===== src/rtl/uart_tx_buffered.sv =====
// uart_tx_buffered: byte FIFO feeding an 8N1 UART transmitter at a fixed baud rate.
//   Optional feature macro: UART_PARITY_EN adds an even-parity bit between data and stop (8E1 frames).
//   Ports:
//     clk_i         system clock, all logic on the rising edge
//     reset_i       synchronous active-high reset; aborts any frame in flight and flushes the FIFO
//     tx_data_i     byte to queue
//     tx_valid_i    tx_data_i valid; pushed when tx_valid_i && tx_ready_o at a clock edge
//     tx_ready_o    FIFO not full (derived from the registered count only)
//     tx_busy_o     registered, high while a frame is on the line
//     fifo_count_o  registered count of queued bytes, excluding the byte in flight
//     uart_tx_o     registered serial line, idles high
module uart_tx_buffered #(
    parameter int CLK_FREQ   = 50_000_000,
    parameter int BAUD       = 9600,
    parameter int FIFO_DEPTH = 4
) (
    input  logic                          clk_i,
    input  logic                          reset_i,
    input  logic [7:0]                    tx_data_i,
    input  logic                          tx_valid_i,
    output logic                          tx_ready_o,
    output logic                          tx_busy_o,
    output logic [$clog2(FIFO_DEPTH):0]   fifo_count_o,
    output logic                          uart_tx_o
);
    localparam int CPB = CLK_FREQ / BAUD;
    localparam int TW  = $clog2(CPB);
    localparam int AW  = $clog2(FIFO_DEPTH);
    localparam int CW  = AW + 1;

    typedef enum logic [2:0] {
        IDLE,
        START,
        DATA,
`ifdef UART_PARITY_EN
        PARITY,
`endif
        STOP
    } state_t;

    state_t          state_q, state_d;
    logic [7:0]      mem_q [FIFO_DEPTH];
    logic [AW-1:0]   wr_ptr_q, rd_ptr_q;
    logic [CW-1:0]   count_q;
    logic [TW-1:0]   timer_q, timer_d;
    logic [2:0]      bit_q, bit_d;
    logic [7:0]      shift_q, shift_d;
    logic            tx_q, tx_d;
    logic            busy_q;
    logic            push, pop, bit_end, have_data;
    logic [7:0]      head;
`ifdef UART_PARITY_EN
    logic            par_q, par_d;
`endif

    assign head       = mem_q[rd_ptr_q];
    assign have_data  = count_q != '0;
    assign tx_ready_o = count_q != CW'(FIFO_DEPTH);
    assign push       = tx_valid_i && tx_ready_o;
    assign bit_end    = timer_q == TW'(CPB - 1);

    assign tx_busy_o    = busy_q;
    assign fifo_count_o = count_q;
    assign uart_tx_o    = tx_q;

    always_comb begin
        state_d = state_q;
        timer_d = bit_end ? '0 : timer_q + TW'(1);
        bit_d   = bit_q;
        shift_d = shift_q;
        tx_d    = tx_q;
        pop     = 1'b0;
`ifdef UART_PARITY_EN
        par_d   = par_q;
`endif
        case (state_q)
            IDLE: begin
                timer_d = '0;
                if (have_data) begin
                    pop     = 1'b1;
                    shift_d = head;
                    tx_d    = 1'b0;
                    state_d = START;
`ifdef UART_PARITY_EN
                    par_d   = ^head;
`endif
                end
            end
            START: if (bit_end) begin
                state_d = DATA;
                bit_d   = '0;
                tx_d    = shift_q[0];
            end
            DATA: if (bit_end) begin
                if (bit_q == 3'd7) begin
`ifdef UART_PARITY_EN
                    state_d = PARITY;
                    tx_d    = par_q;
`else
                    state_d = STOP;
                    tx_d    = 1'b1;
`endif
                end else begin
                    bit_d   = bit_q + 3'd1;
                    shift_d = {1'b0, shift_q[7:1]};
                    tx_d    = shift_q[1];
                end
            end
`ifdef UART_PARITY_EN
            PARITY: if (bit_end) begin
                state_d = STOP;
                tx_d    = 1'b1;
            end
`endif
            STOP: if (bit_end) begin
                // Chain straight into the next start bit when a byte is waiting.
                if (have_data) begin
                    pop     = 1'b1;
                    shift_d = head;
                    tx_d    = 1'b0;
                    state_d = START;
`ifdef UART_PARITY_EN
                    par_d   = ^head;
`endif
                end else begin
                    state_d = IDLE;
                    tx_d    = 1'b1;
                end
            end
            default: state_d = IDLE;
        endcase
    end

    always_ff @(posedge clk_i) begin
        if (reset_i) begin
            state_q  <= IDLE;
            timer_q  <= '0;
            bit_q    <= '0;
            shift_q  <= '0;
            tx_q     <= 1'b1;
            busy_q   <= 1'b0;
            wr_ptr_q <= '0;
            rd_ptr_q <= '0;
            count_q  <= '0;
`ifdef UART_PARITY_EN
            par_q    <= 1'b0;
`endif
        end else begin
            state_q  <= state_d;
            timer_q  <= timer_d;
            bit_q    <= bit_d;
            shift_q  <= shift_d;
            tx_q     <= tx_d;
            busy_q   <= state_d != IDLE;
            wr_ptr_q <= wr_ptr_q + AW'(push);
            rd_ptr_q <= rd_ptr_q + AW'(pop);
            count_q  <= count_q + CW'(push) - CW'(pop);
`ifdef UART_PARITY_EN
            par_q    <= par_d;
`endif
        end
    end

    always_ff @(posedge clk_i) begin
        if (push) mem_q[wr_ptr_q] <= tx_data_i;
    end
endmodule

===== config.mk =====
export PLATFORM = sky130hd
export DESIGN_NAME = uart_tx_buffered
export DESIGN_NICKNAME = d
export VERILOG_FILES = /design/src/rtl/uart_tx_buffered.sv
export SDC_FILE = /design/constraint.sdc
export NUM_CORES = 1
export LEC_CHECK = 0
export ABC_AREA = 0
export CAP_MARGIN = 20
export CORE_MARGIN = 2
export CORE_UTILIZATION = 35
export DETAILED_ROUTE_END_ITERATION = 7
export PLACE_DENSITY_LB_ADDON = 0.3
export SLEW_MARGIN = 20
export SYNTH_ARGS = -nofsm -noshare
export SYNTH_HDL_FRONTEND = slang
export SYNTH_SLANG_ARGS = --single-unit

===== constraint.sdc =====
create_clock -name clk_i -period 5.2 [get_ports clk_i]
set_input_delay 1.04 -clock clk_i [delete_from_list [all_inputs] [get_ports clk_i]]
set_output_delay 1.04 -clock clk_i [all_outputs]
set_load 0.05 [all_outputs]

Word level (Yosys, flattened, before mapping)

Memories as Yosys holds them, arrays and structs flattened. A register that Yosys moved wholly into a read port is not among the register bits.
Index checks and enable logic that the tools add are counted.

Input bits: 11
Memories kept: 1
Latch bits: 0
Register bits after elaboration: 36
ROM bits: 0
RAM bits: 32

Reductions and logical operators: 11
Multipliers: 0
Equal/unequal tests: 11
$lt $le $gt $ge: 0
Bitwise logic cells: 0
Mux-type cells: 29
Shift-type cells: 0
$add $sub $neg: 6
Divide/modulo/power cells: 0

Memory list:

| name  | depth | width | read ports | clocked after Yosys merged registers in | write ports | RTL line | source |
|---|---|---|---|---|---|---|---|
| mem_q | 4     | 8     | 1          | 1                                       | 1           | 42       | `logic [7:0] mem_q [FIFO_DEPTH];` |

Operators by type and width:

| kind                                                                   | count |
|---|---|
| 8-bit two-way mux                                                      | 4 |
| 3-bit two-way mux                                                      | 8 |
| 8-bit case mux with 3 select lines                                     | 1 |
| 13-bit by 1-bit adder with 13-bit output (second input constant)       | 1 |
| 13-bit equality test (second input constant)                           | 1 |
| 3-bit case mux with 4 select lines                                     | 1 |
| 1-bit two-way mux                                                      | 11 |
| 2-bit != test (second input constant)                                  | 5 |
| 3-bit nonzero test                                                     | 3 |
| 4-bit AND reduction                                                    | 2 |
| 3-bit by 2-bit equality test with 1-bit output (second input constant) | 2 |
| 3-bit case mux with 2 select lines                                     | 1 |
| 5-bit AND reduction                                                    | 1 |
| 2-bit by 1-bit adder with 2-bit output                                 | 2 |
| 1-bit case mux with 4 select lines                                     | 1 |
| 4-bit nonzero test                                                     | 1 |
| 3-bit by 1-bit adder with 3-bit output                                 | 1 |
| 3-bit by 1-bit adder with 3-bit output (second input constant)         | 1 |
| 3-bit by 1-bit equality test with 1-bit output (second input constant) | 1 |
| 3-bit equality test (second input constant)                            | 1 |
| 3-bit zero test                                                        | 1 |
| 3-bit != test (second input constant)                                  | 1 |
| 3-bit OR reduction                                                     | 1 |
| 3-bit by 1-bit subtractor with 3-bit output                            | 1 |
| other kinds (4)                                                        | 4 |

Depth between registers and ports, before layout

Depth after elaboration: 6
Mapped depth: 10
Mapped depth without buffers: 10

Worst setup path after synthesis

No wires, ideal clock.

Path type: register -> register
From: reg count_q[2], in the netlist fifo_count_o[2]
To: reg count_q[2], in the netlist fifo_count_o[2]
Data arrival time: 2424 ps
Setup slack: 2648 ps
Stages on the path, launching flop included: 9
Path buffers: 0
Library setup time: 128 ps
Data required time: 5072 ps
Path through: dfxtp_1 > nand2_1 > nand2_1 > xnor2_1 > ha_1 > fa_1 > xnor2_1 > xnor2_1 > nor2_1

Elaborated cells between the ends (all ways): 8
Those cells by class: add/sub: 2; eq/ne: 1; mux: 3; reduce/logical: 2

RTL lines:

| item                                        | RTL line | source |
|---|---|---|
| start, declared                             | 44       | `logic [CW-1:0] count_q;` |
| start signal, assigned                      | 157      | `count_q <= count_q + CW'(push) - CW'(pop);` |
| 3-bit != test                               | 58       | `assign tx_ready_o = count_q != CW'(FIFO_DEPTH);` |
| named net tx_ready_o                        | 21       | `output logic tx_ready_o,` |
| 1-bit logical AND                           | 59       | `assign push = tx_valid_i && tx_ready_o;` |
| 3-bit by 1-bit adder with 3-bit output      | 157      |  |
| 3-bit by 1-bit subtractor with 3-bit output | 157      |  |

The timed path passes the listed nets, and every way through them passes these cells.
A chain may end at the register's enable or synchronous reset.

Worst setup path after layout

From: reg count_q[1], in the netlist fifo_count_o[1]
To: out tx_ready_o

Cells in the longest elaborated chain, start to end: 1

Ends and longest elaborated chain:

| item          | RTL line |
|---|---|
| 3-bit != test | 58 |
| end, declared | 21 |

No other way between the ends.

==> results.sh <==
export IMPL_status="finished, final reports clean"
export IMPL_cp_num_buf_inv=1
export IMPL_start_util_pct=36.1
export IMPL_grt_use_total_pct=13.2
export IMPL_die_y_um=96.0
export IMPL_cts_tree="yes"
export IMPL_yosysWarnings=0
export IMPL_drv_slew=0
export IMPL_ioPinCount=17
export IMPL_cts_htree_levels=3
export IMPL_nNetsFinal=281
export IMPL_ys_top_cells_by_area="edfxtp_1 32%, dfxtp_1 24%, mux4_2 6.1%"
export IMPL_finalCriticalPeriod_ps=2740
export IMPL_synth_common_cells="36 x dfxtp_1, 32 x edfxtp_1, 23 x nor2_1"
export IMPL_max_stage_delay_ps=800
export IMPL_core_um2=8220
export IMPL_drt_first_pass_iters=4
export IMPL_setup_viol=0
export IMPL_regArea_um2=1680
export IMPL_die_area_um2=9220
export IMPL_hold_ws_ps=473
export IMPL_dpl_hpwl_um=3570
export IMPL_cp_cell_sequence="nor2_1 > nand2_1 > clkdlybuf4s50_1"
export IMPL_synth_enable_flop_cells=32
export IMPL_final_fill_count=777
export IMPL_worst_skew_pair_late_latency_ps=350
export IMPL_synthesis_instances=247
export IMPL_numClockSinks=68
export IMPL_hold_viol=0
export IMPL_worstHoldPathType="flop to flop"
export IMPL_seq_area_frac_synth_pct=56.8
export IMPL_ctsResizeCount=0
export IMPL_finalSetupTns_ps=0
export IMPL_multi_input_area_um2=1220
export IMPL_grt_max_degree=25
export IMPL_power_density_nw_per_um2=429
export IMPL_fp_row_count=33
export IMPL_synth_top_area_cell="edfxtp_1"
export IMPL_grt_pass1_vias=1899
export IMPL_fmax_mhz=365
export IMPL_fp_dieW_um=96.0
export IMPL_avgSynthCellArea_um2=12.0
export IMPL_ys_types=48
export IMPL_drive_gt1_share_pct=13.0
export IMPL_p_leak_nw=1.16
export IMPL_viasPerCell=5.01
export IMPL_vias=1875
export IMPL_tightest_slew_ps=927
export IMPL_drt_initial_drc_count=122
export IMPL_post_cts_setup_buffers=0
export IMPL_ir_drop_mv=0.255
export IMPL_arrival_ps=1700
export IMPL_skew_ps=9.53
export IMPL_rsz0062_at_grt="no"
export IMPL_slew_headroom_pct=38.0
export IMPL_numCtsBuffers=9
export IMPL_postRouteAntennaNets=0
export IMPL_diodes=0
export IMPL_grt_pass1_wl_um=9130
export IMPL_gp_congestion=0.737
export IMPL_cp_data_required_time_ps=4160
export IMPL_crit_slowest_cell="clkdlybuf4s50_1"
export IMPL_drv_cap=0
export IMPL_critPathKind="flop to output port"
export IMPL_clk_pin_slew_ps=80
export IMPL_synth_most_common_cell="dfxtp_1"
export IMPL_endpoint_kind="output port"
export IMPL_syn_to_final_growth_pct=15.2
export IMPL_grt_antenna_before_repair=0
export IMPL_period_share_pct=52.7
export IMPL_grt_remaining_overflow=0
export IMPL_wire_per_inst_um=14.1
export IMPL_synth_top_area_share_pct=32.4
export IMPL_syn_area_um2=2960
export IMPL_synthFlopType="dfxtp_1"
export IMPL_hold_buffers=0
export IMPL_clock_path_buffers=2
export IMPL_synthArstFlopShare_pct=0
export IMPL_port_buffers=16
export IMPL_yosys_register_bits=68
export IMPL_startpoint_type="flop"
export IMPL_cts_root_buffer="clkbuf_8"
export IMPL_drt_wl_total_um=5290
export IMPL_syn_nets=264
export IMPL_crit_fanout=5
export IMPL_crit_family="buffers and inverters"
export IMPL_drc=0
layout make-up:
class | count | area share, %
Sequential cell | 68 | 49.2
Multi-Input combinational cell | 161 | 35.7
Timing Repair Buffer | 16 | 4.69
Tap cell | 105 | 3.85
Clock buffer | 10 | 3.74
Clock inverter | 6 | 1.91
Inverter | 8 | 0.879
cell usage in the layout, fill, tap and decap left out, types with 4 or more instances in the layout:
master           count
nor3_1               6
a211oi_1             4
edfxtp_1            32
nand3_1              7
xor2_1               5
nand4_1              4
mux2i_1              7
dfxtp_1             36
nor2_1              23
a21oi_1             13
or3_1               11
clkbuf_8             9
o21ai_0             12
xnor2_1             10
mux4_2               8
ha_1                 5
clkdlybuf4s50_1     16
inv_1                8
nand2_1              7
through the flow:
step / instance area, um^2 / cells / power (mW) / setup slack, ps / utilization (%)
global placement: 3200 / 358 / 1.05 / 2180 / 38.9
detailed placement: 3200 / 358 / 1.06 / 2170 / 39.0
finish: 3410 / 374 / 1.47 / 2460 / 41.6
global route: 3410 / 374 / 1.55 / 2350 / 41.6
floorplan: 2960 / 247 / 0.965 / 2650 / -
CTS: 3400 / 374 / 1.49 / 2430 / 41.3
metal layers:
metal / routed length, um / GRT usage, % / vias up
li1: - / - / 944
met1: 2460 / 16.8 / 887
met4: 85 / 5.83 / 0
met2: 2530 / 20.5 / 34
met3: 211 / 4.46 / 10
met5: 0 / 0 / -
worst min-delay path, cell delays in order (launching register included):
cell and delay [ps]:
dfxtp_1 310, o21ai_0 60, a21oi_1 60
sequential cells by signal (all words and copies together), names as in the netlist:
register / cells
uart_tx_o: 1
fifo_count_o: 3
mem_q: 32
shift_q: 8
wr_ptr_q: 2
timer_q: 13
tx_busy_o: 1
rd_ptr_q: 2
state_q: 3
bit_q: 3
kinds of logic (layout without fill, tap and decap cells):
family                   Yosys count  after routing  share of synthesized area, %
adder cells (fa/ha/maj)            6              6                          2.79
flip-flops                        68             68                          56.8
multiplexers                      15             15                          8.45
buffers and inverters             18             40                          2.87
XOR/XNOR                          15             15                          4.43
other                              1              1                         0.127
AO/OA/AOI/OAI                     41             41                          8.91
AND/OR/NAND/NOR                   83             83                          15.7
where the power goes:
group | switching (mW) | internal (mW) | total (mW)
Clock | 0.201 | 0.221 | 0.422
Combinational | 0.194 | 0.164 | 0.358
Sequential | 0.0557 | 0.630 | 0.685
worst paths after layout:
kind / start / end / slack [ps] / cells past startpoint
worst max-delay path: fifo_count_o[1]$_SDFF_PP0_ / tx_ready_o / 2460 / 3
worst max register to register: timer_q[0]$_SDFF_PP0_ / fifo_count_o[2]$_SDFF_PP0_ / 2590 / 10
worst min-delay path: shift_q[4]$_SDFFE_PP0P_ / shift_q[4]$_SDFFE_PP0P_ / 470 / 2
worst min register to register: shift_q[4]$_SDFFE_PP0P_ / shift_q[4]$_SDFFE_PP0P_ / 470 / 2
Note: power is estimated with default switching activity, not from simulation.
